--- src/rtl/scaler_horiz.sv ---
// rtl/scaler_horiz.sv - horizontal 2-tap linear-interpolating video scaler, 4.12 step, 3-clock latency
module scaler_horiz #(
  parameter int TABLE_INPUT_WIDTH = 10,
  parameter int PIXEL_STEP        = 4096,
  parameter int DATA_WIDTH        = 8
) (
  input  logic                  clk,
  input  logic                  rst,
  input  logic [15:0]           scale_step,
  input  logic [DATA_WIDTH-1:0] di_i,
  input  logic                  de_i,
  input  logic                  hs_i,
  input  logic                  vs_i,
  output logic [DATA_WIDTH-1:0] do_o,
  output logic                  de_o,
  output logic                  hs_o,
  output logic                  vs_o
);

  localparam int T  = TABLE_INPUT_WIDTH;
  localparam int LG = $clog2(PIXEL_STEP);
  localparam int SH = LG - T;
  localparam int PW = DATA_WIDTH + T + 1;

  logic [11:0]           in_cnt_q, in_cnt_d;
  logic [27:0]           out_pos_q, out_pos_d;
  logic [15:0]           step_q, step_d;
  logic                  busy_q, busy_d;
  logic [DATA_WIDTH-1:0] p0_q, p0_d, p1_q, p1_d;

  logic                  v1_q, v1_d, hs1_q, hs1_d, vs1_q, vs1_d;
  logic [DATA_WIDTH-1:0] a1_q, a1_d, b1_q, b1_d;
  logic [T:0]            c1_q, c1_d;

  logic                  v2_q, v2_d, hs2_q, hs2_d, vs2_q, vs2_d;
  logic [PW-1:0]         acc2_q, acc2_d;

  logic [DATA_WIDTH-1:0] do_q, do_d;
  logic                  de_q, de_d, hs_q, hs_d, vs_q, vs_d;

  logic [27:0]           k_cur, limit, base, frac, nxt;
  logic                  act, emit;
  logic [T:0]            c_cur, wa;
  logic [DATA_WIDTH-1:0] e_p0, e_p1;
  logic [PW-1:0]         shifted;

  // Iterator: one output per clock while out_pos has not passed input pixel k.
  always_comb begin
    in_cnt_d  = in_cnt_q;
    out_pos_d = out_pos_q;
    step_d    = step_q;
    busy_d    = busy_q;
    p0_d      = p0_q;
    p1_d      = p1_q;
    act       = 1'b0;
    emit      = 1'b0;
    e_p0      = p0_q;
    e_p1      = p1_q;
    c_cur     = '0;
    k_cur     = 28'(in_cnt_q) - 28'd1;
    if (hs_i) begin
      in_cnt_d  = '0;
      out_pos_d = '0;
      busy_d    = 1'b0;
      step_d    = (scale_step == 16'd0) ? 16'(PIXEL_STEP) : scale_step;
    end else if (busy_q) begin
      act = 1'b1;
    end else if (de_i) begin
      in_cnt_d = in_cnt_q + 12'd1;
      p1_d     = di_i;
      if (in_cnt_q == 12'd0) begin
        emit      = 1'b1;
        e_p0      = di_i;
        e_p1      = di_i;
        out_pos_d = out_pos_q + 28'(step_q);
      end else begin
        p0_d  = p1_q;
        e_p0  = p1_q;
        e_p1  = di_i;
        k_cur = 28'(in_cnt_q);
        act   = 1'b1;
      end
    end
    limit = k_cur << LG;
    base  = (k_cur - 28'd1) << LG;
    frac  = out_pos_q - base;
    nxt   = out_pos_q + 28'(step_q);
    if (act) begin
      if (out_pos_q <= limit) begin
        emit      = 1'b1;
        c_cur     = (T+1)'(frac >> SH);
        out_pos_d = nxt;
        busy_d    = (nxt <= limit);
      end else begin
        busy_d = 1'b0;
      end
    end
  end

  always_comb begin
    v1_d  = emit;
    a1_d  = e_p0;
    b1_d  = e_p1;
    c1_d  = c_cur;
    hs1_d = hs_i;
    vs1_d = vs_i;

    wa     = (T+1)'(1 << T) - c1_q;
    v2_d   = v1_q;
    hs2_d  = hs1_q;
    vs2_d  = vs1_q;
    acc2_d = PW'(a1_q) * PW'(wa) + PW'(b1_q) * PW'(c1_q) + PW'(1 << (T - 1));

    shifted = acc2_q >> T;
    de_d    = v2_q & ~hs2_q;
    hs_d    = hs2_q;
    vs_d    = vs2_q;
    do_d    = do_q;
    if (de_d) begin
      do_d = (|shifted[PW-1:DATA_WIDTH]) ? {DATA_WIDTH{1'b1}} : shifted[DATA_WIDTH-1:0];
    end
  end

  always_ff @(posedge clk or negedge rst) begin
    if (!rst) begin
      in_cnt_q  <= '0;
      out_pos_q <= '0;
      step_q    <= '0;
      busy_q    <= 1'b0;
      p0_q      <= '0;
      p1_q      <= '0;
      v1_q      <= 1'b0;
      a1_q      <= '0;
      b1_q      <= '0;
      c1_q      <= '0;
      hs1_q     <= 1'b0;
      vs1_q     <= 1'b0;
      v2_q      <= 1'b0;
      acc2_q    <= '0;
      hs2_q     <= 1'b0;
      vs2_q     <= 1'b0;
      do_q      <= '0;
      de_q      <= 1'b0;
      hs_q      <= 1'b0;
      vs_q      <= 1'b0;
    end else begin
      in_cnt_q  <= in_cnt_d;
      out_pos_q <= out_pos_d;
      step_q    <= step_d;
      busy_q    <= busy_d;
      p0_q      <= p0_d;
      p1_q      <= p1_d;
      v1_q      <= v1_d;
      a1_q      <= a1_d;
      b1_q      <= b1_d;
      c1_q      <= c1_d;
      hs1_q     <= hs1_d;
      vs1_q     <= vs1_d;
      v2_q      <= v2_d;
      acc2_q    <= acc2_d;
      hs2_q     <= hs2_d;
      vs2_q     <= vs2_d;
      do_q      <= do_d;
      de_q      <= de_d;
      hs_q      <= hs_d;
      vs_q      <= vs_d;
    end
  end

  assign do_o = do_q;
  assign de_o = de_q;
  assign hs_o = hs_q;
  assign vs_o = vs_q;

endmodule

--- config.mk ---
export PLATFORM = sky130hd
export DESIGN_NAME = scaler_horiz
export DESIGN_NICKNAME = d
export VERILOG_FILES = /design/src/rtl/scaler_horiz.sv
export SDC_FILE = /design/constraint.sdc
export NUM_CORES = 1
export LEC_CHECK = 0
export ABC_AREA = 1
export BUFFER_PORTS_ARGS = -buffer_cell sky130_fd_sc_hd__buf_2
export CAP_MARGIN = 15
export CORE_ASPECT_RATIO = 1.1
export CORE_UTILIZATION = 55
export CTS_BUF_LIST = sky130_fd_sc_hd__clkbuf_8
export DETAILED_ROUTE_END_ITERATION = 6
export PLACE_DENSITY = 0.75
export SYNTH_ARGS = -nofsm -noshare
export SYNTH_HDL_FRONTEND = slang
export SYNTH_SLANG_ARGS = --single-unit
--- constraint.sdc ---
create_clock -name clk -period 5.93 [get_ports clk]
set_input_delay 0.8895 -clock clk [delete_from_list [all_inputs] [get_ports clk]]
set_output_delay 0.8895 -clock clk [all_outputs]
set_load 0.05 [all_outputs]
==> impl_metrics.csv, run 1 <==
group,metric,value,unit
placement,gp_congestion,0.969,
power_and_ir_drop,ir_drop,0.318,mV
cells_and_area,n_antenna_cell,0,
detailed_routing,drtAntennaViolNets,0,
global_routing,grt-busiest-layer,"met2",
floorplan,start_util,0.559,
setup_path,r2r_slack,0.13,ns
placement,port_buffers,39,
logic_synthesis,avgSynthCellArea,7.35,um2
detailed_routing,avgRoutedWirePerCell,15.9,um
logic_synthesis,synthesis.nets,2145,
timing,skew,0.0239,ns
detailed_routing,drc,1,
clock_tree,clockBufferDepth,2,
logic_synthesis,ys_seq_area_frac,0.216,
clock_tree,clock_latency,0.46,ns
logic_synthesis,ys_ff_latch,118,
detailed_routing,drt_iter0_drc,743,
logic_synthesis,netlist_instances,1857,
setup_path,critPathLaunch,"c1_q[1]$_DFF_PN0_",
setup_path,max_stage_delay,0.52,ns
flow_run,max_cap_viol_count,0,
clock_tree,cts_sinks,118,
setup_path,required,6.27,ns
cells_and_area,layout-drive-gt1-share,0.113,
timing,setup_viol,0,
clock_tree,cts_max_level,4,
setup_path,cp_slowest_cell,"fa_1",
timing,relSlewSlack,0.309,
placement,place_inst,2186,
outcome,violations,"DRC",
global_routing,grtUsageMet3,0.0336,
floorplan,ios,40,
floorplan,dieArea,25400,um2
timing,finalCritPeriodShare,0.978,
global_routing,grt_pass1_vias,11700,
logic_synthesis,synth_top_flop_cell,"dfrtp_1",
setup_path,endpoint,"acc2_q[15]$_DFF_PN0_",
setup_path,reg2reg_from,"c1_q[1]$_DFF_PN0_",
floorplan,die_w,152,um
setup_path,worst_setup_path_start_kind,"flop",
clock_tree,cts.clk_slew.worst_paths,0.08,ns
global_routing,antenna_found_initial,0,
clock_tree,clk_root_buffer_cell,"clkbuf_8",
timing,worstMarginPinSlew,1.04,ns
logic_synthesis,yosysWarnings,0,
logic_synthesis,syn_area,13600,um2
power_and_ir_drop,p_leak,8.57,nW
cells_and_area,area_growth,9.99,%
timing,min_period,5.80,ns
outcome,status,"finished with violations",
setup_path,rr_endpoint,"acc2_q[15]$_DFF_PN0_",
logic_synthesis,async_flop_share,1.00,
setup_path,worst-endpoint-arrival,6.14,ns
cells_and_area,final_cells,2232,
detailed_routing,route.vias.total,11700,
clock_tree,cts.hold.buffers_added,0,
timing,tns,0,ns
timing,fmax,172,MHz
logic_synthesis,ys_types,44,
timing,drv_slew,0,
clock_tree,cts_buffers,17,
cells_and_area,final_util,0.615,
clock_tree,cts_tree,"built",
power_and_ir_drop,powerDensity,436,nW/um2
detailed_routing,drtPass1Iterations,7,
global_routing,grt-ovfl-total,0,
setup_path,worst_path_most_repeated_cell,"fa_1",
global_routing,grt_max_degree,68,
floorplan,fp-row-count,60,
hold_path,hp-class,"flop to flop",
placement,place_area,14200,um2
timing,rsz0062_at_grt,"true",
logic_synthesis,synth-edff-count,0,
cells_and_area,layout.nets,2197,
global_routing,track_usage,0.289,
setup_path,crit_type,"flop to flop",
setup_path,worstRegToRegCells,27,
setup_path,path_max_fanout,4,
placement,dp_hpwl,29.0,mm
floorplan,die_y,167,um
power_and_ir_drop,p_total,6.55,mW
setup_path,end_kind,"flop",
detailed_routing,avgViaCountPerCell,5.25,
cells_and_area,final_common_cell,"nand2_1",
global_routing,grt_pass1_wl,57.9,mm
detailed_routing,wl,35.6,mm
floorplan,core-area,24400,um2
global_routing,grt_use_met2,0.539,
cells_and_area,final_cell_area,15000,um2
cells_and_area,mostFrequentLayoutCells,"nand2_1, inv_1, nor2_1",
timing,hold_viol_final,0,
global_routing,global_route.usage.met1,0.332,
## routing by layer
layer,up-vias,part of all wire
li1,5689,-
met1,5603,0.39
met2,313,0.52
met5,-,0
met4,0,0.045
met3,102,0.041
## sequential cells by signal, indices dropped and copies added (netlist names)
name,flops
hs2_q,1
v2_q,1
hs_o,1
c1_q,11
vs_o,1
b1_q,8
out_pos_q,28
acc2_q,9
v1_q,1
do_o,8
vs2_q,1
busy_q,1
p0_q,8
a1_q,8
in_cnt_q,12
vs1_q,1
hs1_q,1
step_q,16
de_o,1
## layout make-up
| cell class | instances | area [um2] |
|---|---|---|
| Fill cell | 2209 | 9400 |
| Timing Repair Buffer | 81 | 517 |
| Sequential cell | 118 | 2950 |
| Inverter | 431 | 1620 |
| Clock buffer | 17 | 234 |
| Clock inverter | 15 | 204 |
| Multi-Input combinational cell | 1260 | 9090 |
| Tap cell | 310 | 388 |
## metrics by stage
step | setup slack (ns) | hold slack (ns)
after global placement | 0.0701 | 0.332
final | 0.131 | 0.344
after detailed placement | -0.0658 | 0.338
after CTS | 0.0331 | 0.347
after global routing | -0.174 | 0.358
after floorplan | 0.0299 | 0.331
## how the worst min path moves through the flow
stage	depth (start not counted)	endpoint	start
2_1_floorplan	0	hs2_q$_DFF_PN0_	hs1_q$_DFF_PN0_
3_3_place_gp	0	vs2_q$_DFF_PN0_	vs1_q$_DFF_PN0_
3_5_place_dp	0	vs2_q$_DFF_PN0_	vs1_q$_DFF_PN0_
4_1_cts	0	vs_o$_DFF_PN0_	vs2_q$_DFF_PN0_
5_1_grt	0	vs2_q$_DFF_PN0_	vs1_q$_DFF_PN0_
6_report	0	vs_o$_DFF_PN0_	vs2_q$_DFF_PN0_
## cell families (layout without fill, tap and decap cells)
logic type                 after synthesis  after routing  synth area share
adders and majority gates              259            259             0.314
buffers and inverters                  479            544             0.138
DFF                                    118            118             0.216
xor gates and xnor gates                23             23            0.0148
AOI/OAI and AO/OA                      146            146            0.0639
and+or+nand+nor                        832            832             0.254
## Yosys cell counts, types with 4 or more instances
cell type | number | area, um2
nand4_1 | 21 | 131
o21a_1 | 4 | 30.0
fa_1 | 138 | 2760
a21oi_1 | 50 | 250
buf_2 | 11 | 55.1
nand3_1 | 71 | 355
clkbuf_1 | 25 | 93.8
buf_6 | 8 | 90.1
nor3_1 | 8 | 40.0
dfrtp_1 | 118 | 2950
nor4_1 | 4 | 25.0
inv_2 | 6 | 22.5
xnor2_1 | 7 | 61.3
ha_1 | 121 | 1510
nand3b_1 | 11 | 82.6
nor2_1 | 160 | 601
o21ai_0 | 61 | 305
o221ai_1 | 8 | 70.1
nand2_2 | 5 | 31.3
o22ai_2 | 7 | 87.6
nand2_1 | 531 | 1990
or2_2 | 5 | 31.3
xor2_1 | 16 | 140
inv_1 | 424 | 1590
## critical path, delay by kind of cell, from the launching register on
family / cells / cell delay [ns]
flops: 1 / 0.41
simple gates: 10 / 0.99
compound gates: 5 / 0.70
buf+inv: 5 / 0.35
fa+ha+maj: 7 / 3.25
## what timing repair did
item,4_1_cts,5_1_grt
setup buffers,0,14
gates resized for setup,3,70
pin swaps,0,49
setup endpoints to repair,2,9
## power by group
group | leakage [nW] | internal [mW] | switching [mW]
logic | 6.84 | 1.76 | 2.66
clock network | 0.214 | 0.461 | 0.375
registers | 1.51 | 1.02 | 0.267
total | 8.57 | 3.24 | 3.31
Power figures use the tool's default switching activity.
==> run 2, diff against run 1 <==
BUFFER_PORTS_ARGS = -buffer_cell sky130_fd_sc_hd__clkbuf_2   (was -buffer_cell sky130_fd_sc_hd__buf_2)
CAP_MARGIN = 25   (was 15)
CORE_MARGIN = 4   (was not set)
==> run 2 against run 1 <==
The flow now finishes without violations; sequential cell count is the same; global-route usage is 2.8 points lower; via count up 0.50%; first-iteration DRC count rose by 3.5%; routed wire length down 3.4%; die area up 7.7%; critical path type unchanged; largest power group unchanged.
==> impl_metrics.csv, run 2 (synthesis results as in run 1) <==
group,metric,value,unit
timing,setup_viol,0,
hold_path,holdPathStages,0,
detailed_routing,route.vias.total,11800,
hold_path,hp-class,"flop to flop",
flow_run,max_cap_viol_count,0,
setup_path,worst_path_most_repeated_cell,"fa_1",
global_routing,antenna_found_initial,0,
setup_path,r2r_slack,0.03,ns
floorplan,die_w,158,um
power_and_ir_drop,p_int,3.17,mW
setup_path,worstRegToRegCells,27,
cells_and_area,largest_reg_flops,28,
clock_tree,cts.clk_slew.worst_paths,0.08,ns
timing,hold_viol_final,0,
hold_path,min_from,"vs2_q$_DFF_PN0_",
setup_path,reg2reg_from,"c1_q[1]$_DFF_PN0_",
floorplan,ios,40,
global_routing,grt_pass1_wl,57.6,mm
setup_path,crit_type,"flop to flop",
power_and_ir_drop,switching_share,0.518,
placement,gp_congestion,0.946,
cells_and_area,n_antenna_cell,0,
placement,port_buffers,39,
global_routing,track_usage,0.261,
cells_and_area,area_growth,9.99,%
timing,skew,0.0192,ns
timing,fin_worst_hold_slack,0.341,ns
cells_and_area,layout-drive-gt1-share,0.118,
clock_tree,clk_root_buffer_cell,"clkbuf_8",
cells_and_area,mostFrequentLayoutCells,"nand2_1, inv_1, nor2_1",
power_and_ir_drop,p_switching,3.41,mW
clock_tree,cts_sinks,118,
detailed_routing,drc,0,
placement,dp_hpwl,27.6,mm
global_routing,grt_pass1_vias,12300,
power_and_ir_drop,powerDensity,438,nW/um2
clock_tree,cts_buffers,17,
timing,worstMarginPinSlew,0.846,ns
detailed_routing,wl,34.3,mm
setup_path,max_stage_delay,0.54,ns
power_and_ir_drop,ir_drop,0.434,mV
power_and_ir_drop,seq_power_share,0.193,
cells_and_area,layout.nets,2196,
setup_path,worst_setup_path_start_kind,"flop",
floorplan,dieArea,27400,um2
clock_tree,cts_tree,"built",
detailed_routing,avgViaCountPerCell,5.27,
hold_path,whs_endpoint,"vs_o$_DFF_PN0_",
power_and_ir_drop,p_leak,8.58,nW
power_and_ir_drop,clkPwrFrac,0.111,
clock_tree,clockBufferDepth,2,
cells_and_area,top_register,"out_pos_q",
setup_path,rr_endpoint,"acc2_q[17]$_DFF_PN0_",
floorplan,start_util,0.557,
setup_path,cp_slowest_cell,"fa_1",
timing,drv_slew,0,
timing,fmax,169,MHz
clock_tree,cts_max_level,4,
setup_path,required,6.26,ns
timing,rsz0062_at_grt,"true",
timing,finalCritPeriodShare,0.995,
floorplan,die_y,173,um
detailed_routing,drtPass1Iterations,5,
detailed_routing,drt_iter0_drc,769,
timing,min_period,5.90,ns
cells_and_area,final_common_cell,"nand2_1",
clock_tree,cts.hold.buffers_added,0,
setup_path,path_max_fanout,4,
global_routing,grt_max_degree,69,
cells_and_area,final_util,0.613,
power_and_ir_drop,power_frac_comb,0.696,
outcome,status,"finished, final reports clean",
global_routing,grt-ovfl-total,0,
timing,relSlewSlack,0.436,
setup_path,end_kind,"flop",
floorplan,fp-row-count,60,
detailed_routing,avgRoutedWirePerCell,15.4,um
cells_and_area,largestRegisters,"out_pos_q (28), step_q (16), in_cnt_q (12)",
setup_path,worst-endpoint-arrival,6.23,ns
floorplan,core-area,24500,um2
detailed_routing,drtAntennaViolNets,0,
clock_tree,clock_latency,0.45,ns
[run 2: cell count changes in the layout (fill, tap and decap cells not counted), sizes merged]
cell and delta:
buf -39, clkbuf +38, bufinv -3, inv +3
[run 2: worst max-delay path by stage]
| stage | startpoint | endpoint | slack, ns | cells after the start |
|---|---|---|---|---|
| 6_report | c1_q[1]$_DFF_PN0_ | acc2_q[17]$_DFF_PN0_ | 0.03 | 27 |
| 5_1_grt | c1_q[1]$_DFF_PN0_ | acc2_q[18]$_DFF_PN0_ | -0.28 | 29 |
| 4_1_cts | c1_q[0]$_DFF_PN0_ | acc2_q[17]$_DFF_PN0_ | 0.009 | 26 |
| 3_5_place_dp | c1_q[2]$_DFF_PN0_ | acc2_q[18]$_DFF_PN0_ | -0.06 | 28 |
| 3_3_place_gp | c1_q[2]$_DFF_PN0_ | acc2_q[18]$_DFF_PN0_ | 0.09 | 28 |
| 2_1_floorplan | c1_q[0]$_DFF_PN0_ | acc2_q[18]$_DFF_PN0_ | 0.03 | 28 |
[run 2: metal layers]
| metal | GRT usage | vias to the layer above | wire, um | part of all wire |
|---|---|---|---|---|
| li1 | - | 5685 | - | - |
| met1 | 0.304 | 5678 | 13300 | 0.39 |
| met5 | 0 | - | 0 | 0 |
| met2 | 0.463 | 291 | 17800 | 0.52 |
| met4 | 0.132 | 0 | 1920 | 0.056 |
| met3 | 0.0365 | 111 | 1380 | 0.040 |
[run 2: power groups by stage]
stage               Sequential, mW  Combinational (mW)  Clock [mW]
floorplan                     1.24                2.80           0
global placement              1.27                3.69           0
detailed placement            1.27                3.80           0
CTS                           1.26                3.83       0.750
global route                  1.29                5.21       0.781
finish                        1.27                4.57       0.731
[run 2: repair_timing]
item,in CTS,in global routing
endpoints found under the setup margin,2,9
gates resized for setup,3,88
gates cloned,0,0
pin swaps,0,42
setup buffers,0,9
[run 2: worst max-delay path: cells and delay by family, from the launching register on]
family	cells	cell delay [ns]
XOR/XNOR	1	0.15
AO/OA/AOI/OAI	2	0.33
adder cells (fa/ha/maj)	7	3.17
AND/OR/NAND/NOR	12	1.35
buffers and inverters	5	0.38
flip-flops	1	0.41
[run 2: through the flow]
stage                     setup slack, ns  instances  power [mW]  area, um2  setup TNS [ns]
final                              0.0301       2231        6.57      15000               0
after detailed placement          -0.0595       2188        5.07      14200         -0.0766
after floorplan                    0.0299       1857        4.04      13600               0
after global routing               -0.277       2231        7.28      15000           -1.21
after global placement             0.0853       2188        4.96      14200               0
after CTS                         0.00932       2220        5.84      14600               0
[run 2: layout make-up]
class | count | area, um2
clock buffers | 17 | 234
clock inverters | 15 | 146
well taps | 310 | 388
flip-flops and latches | 118 | 2950
repair buffers | 80 | 533
multi-input cells | 1260 | 9130
fillers | 2252 | 9470
inverters | 431 | 1620
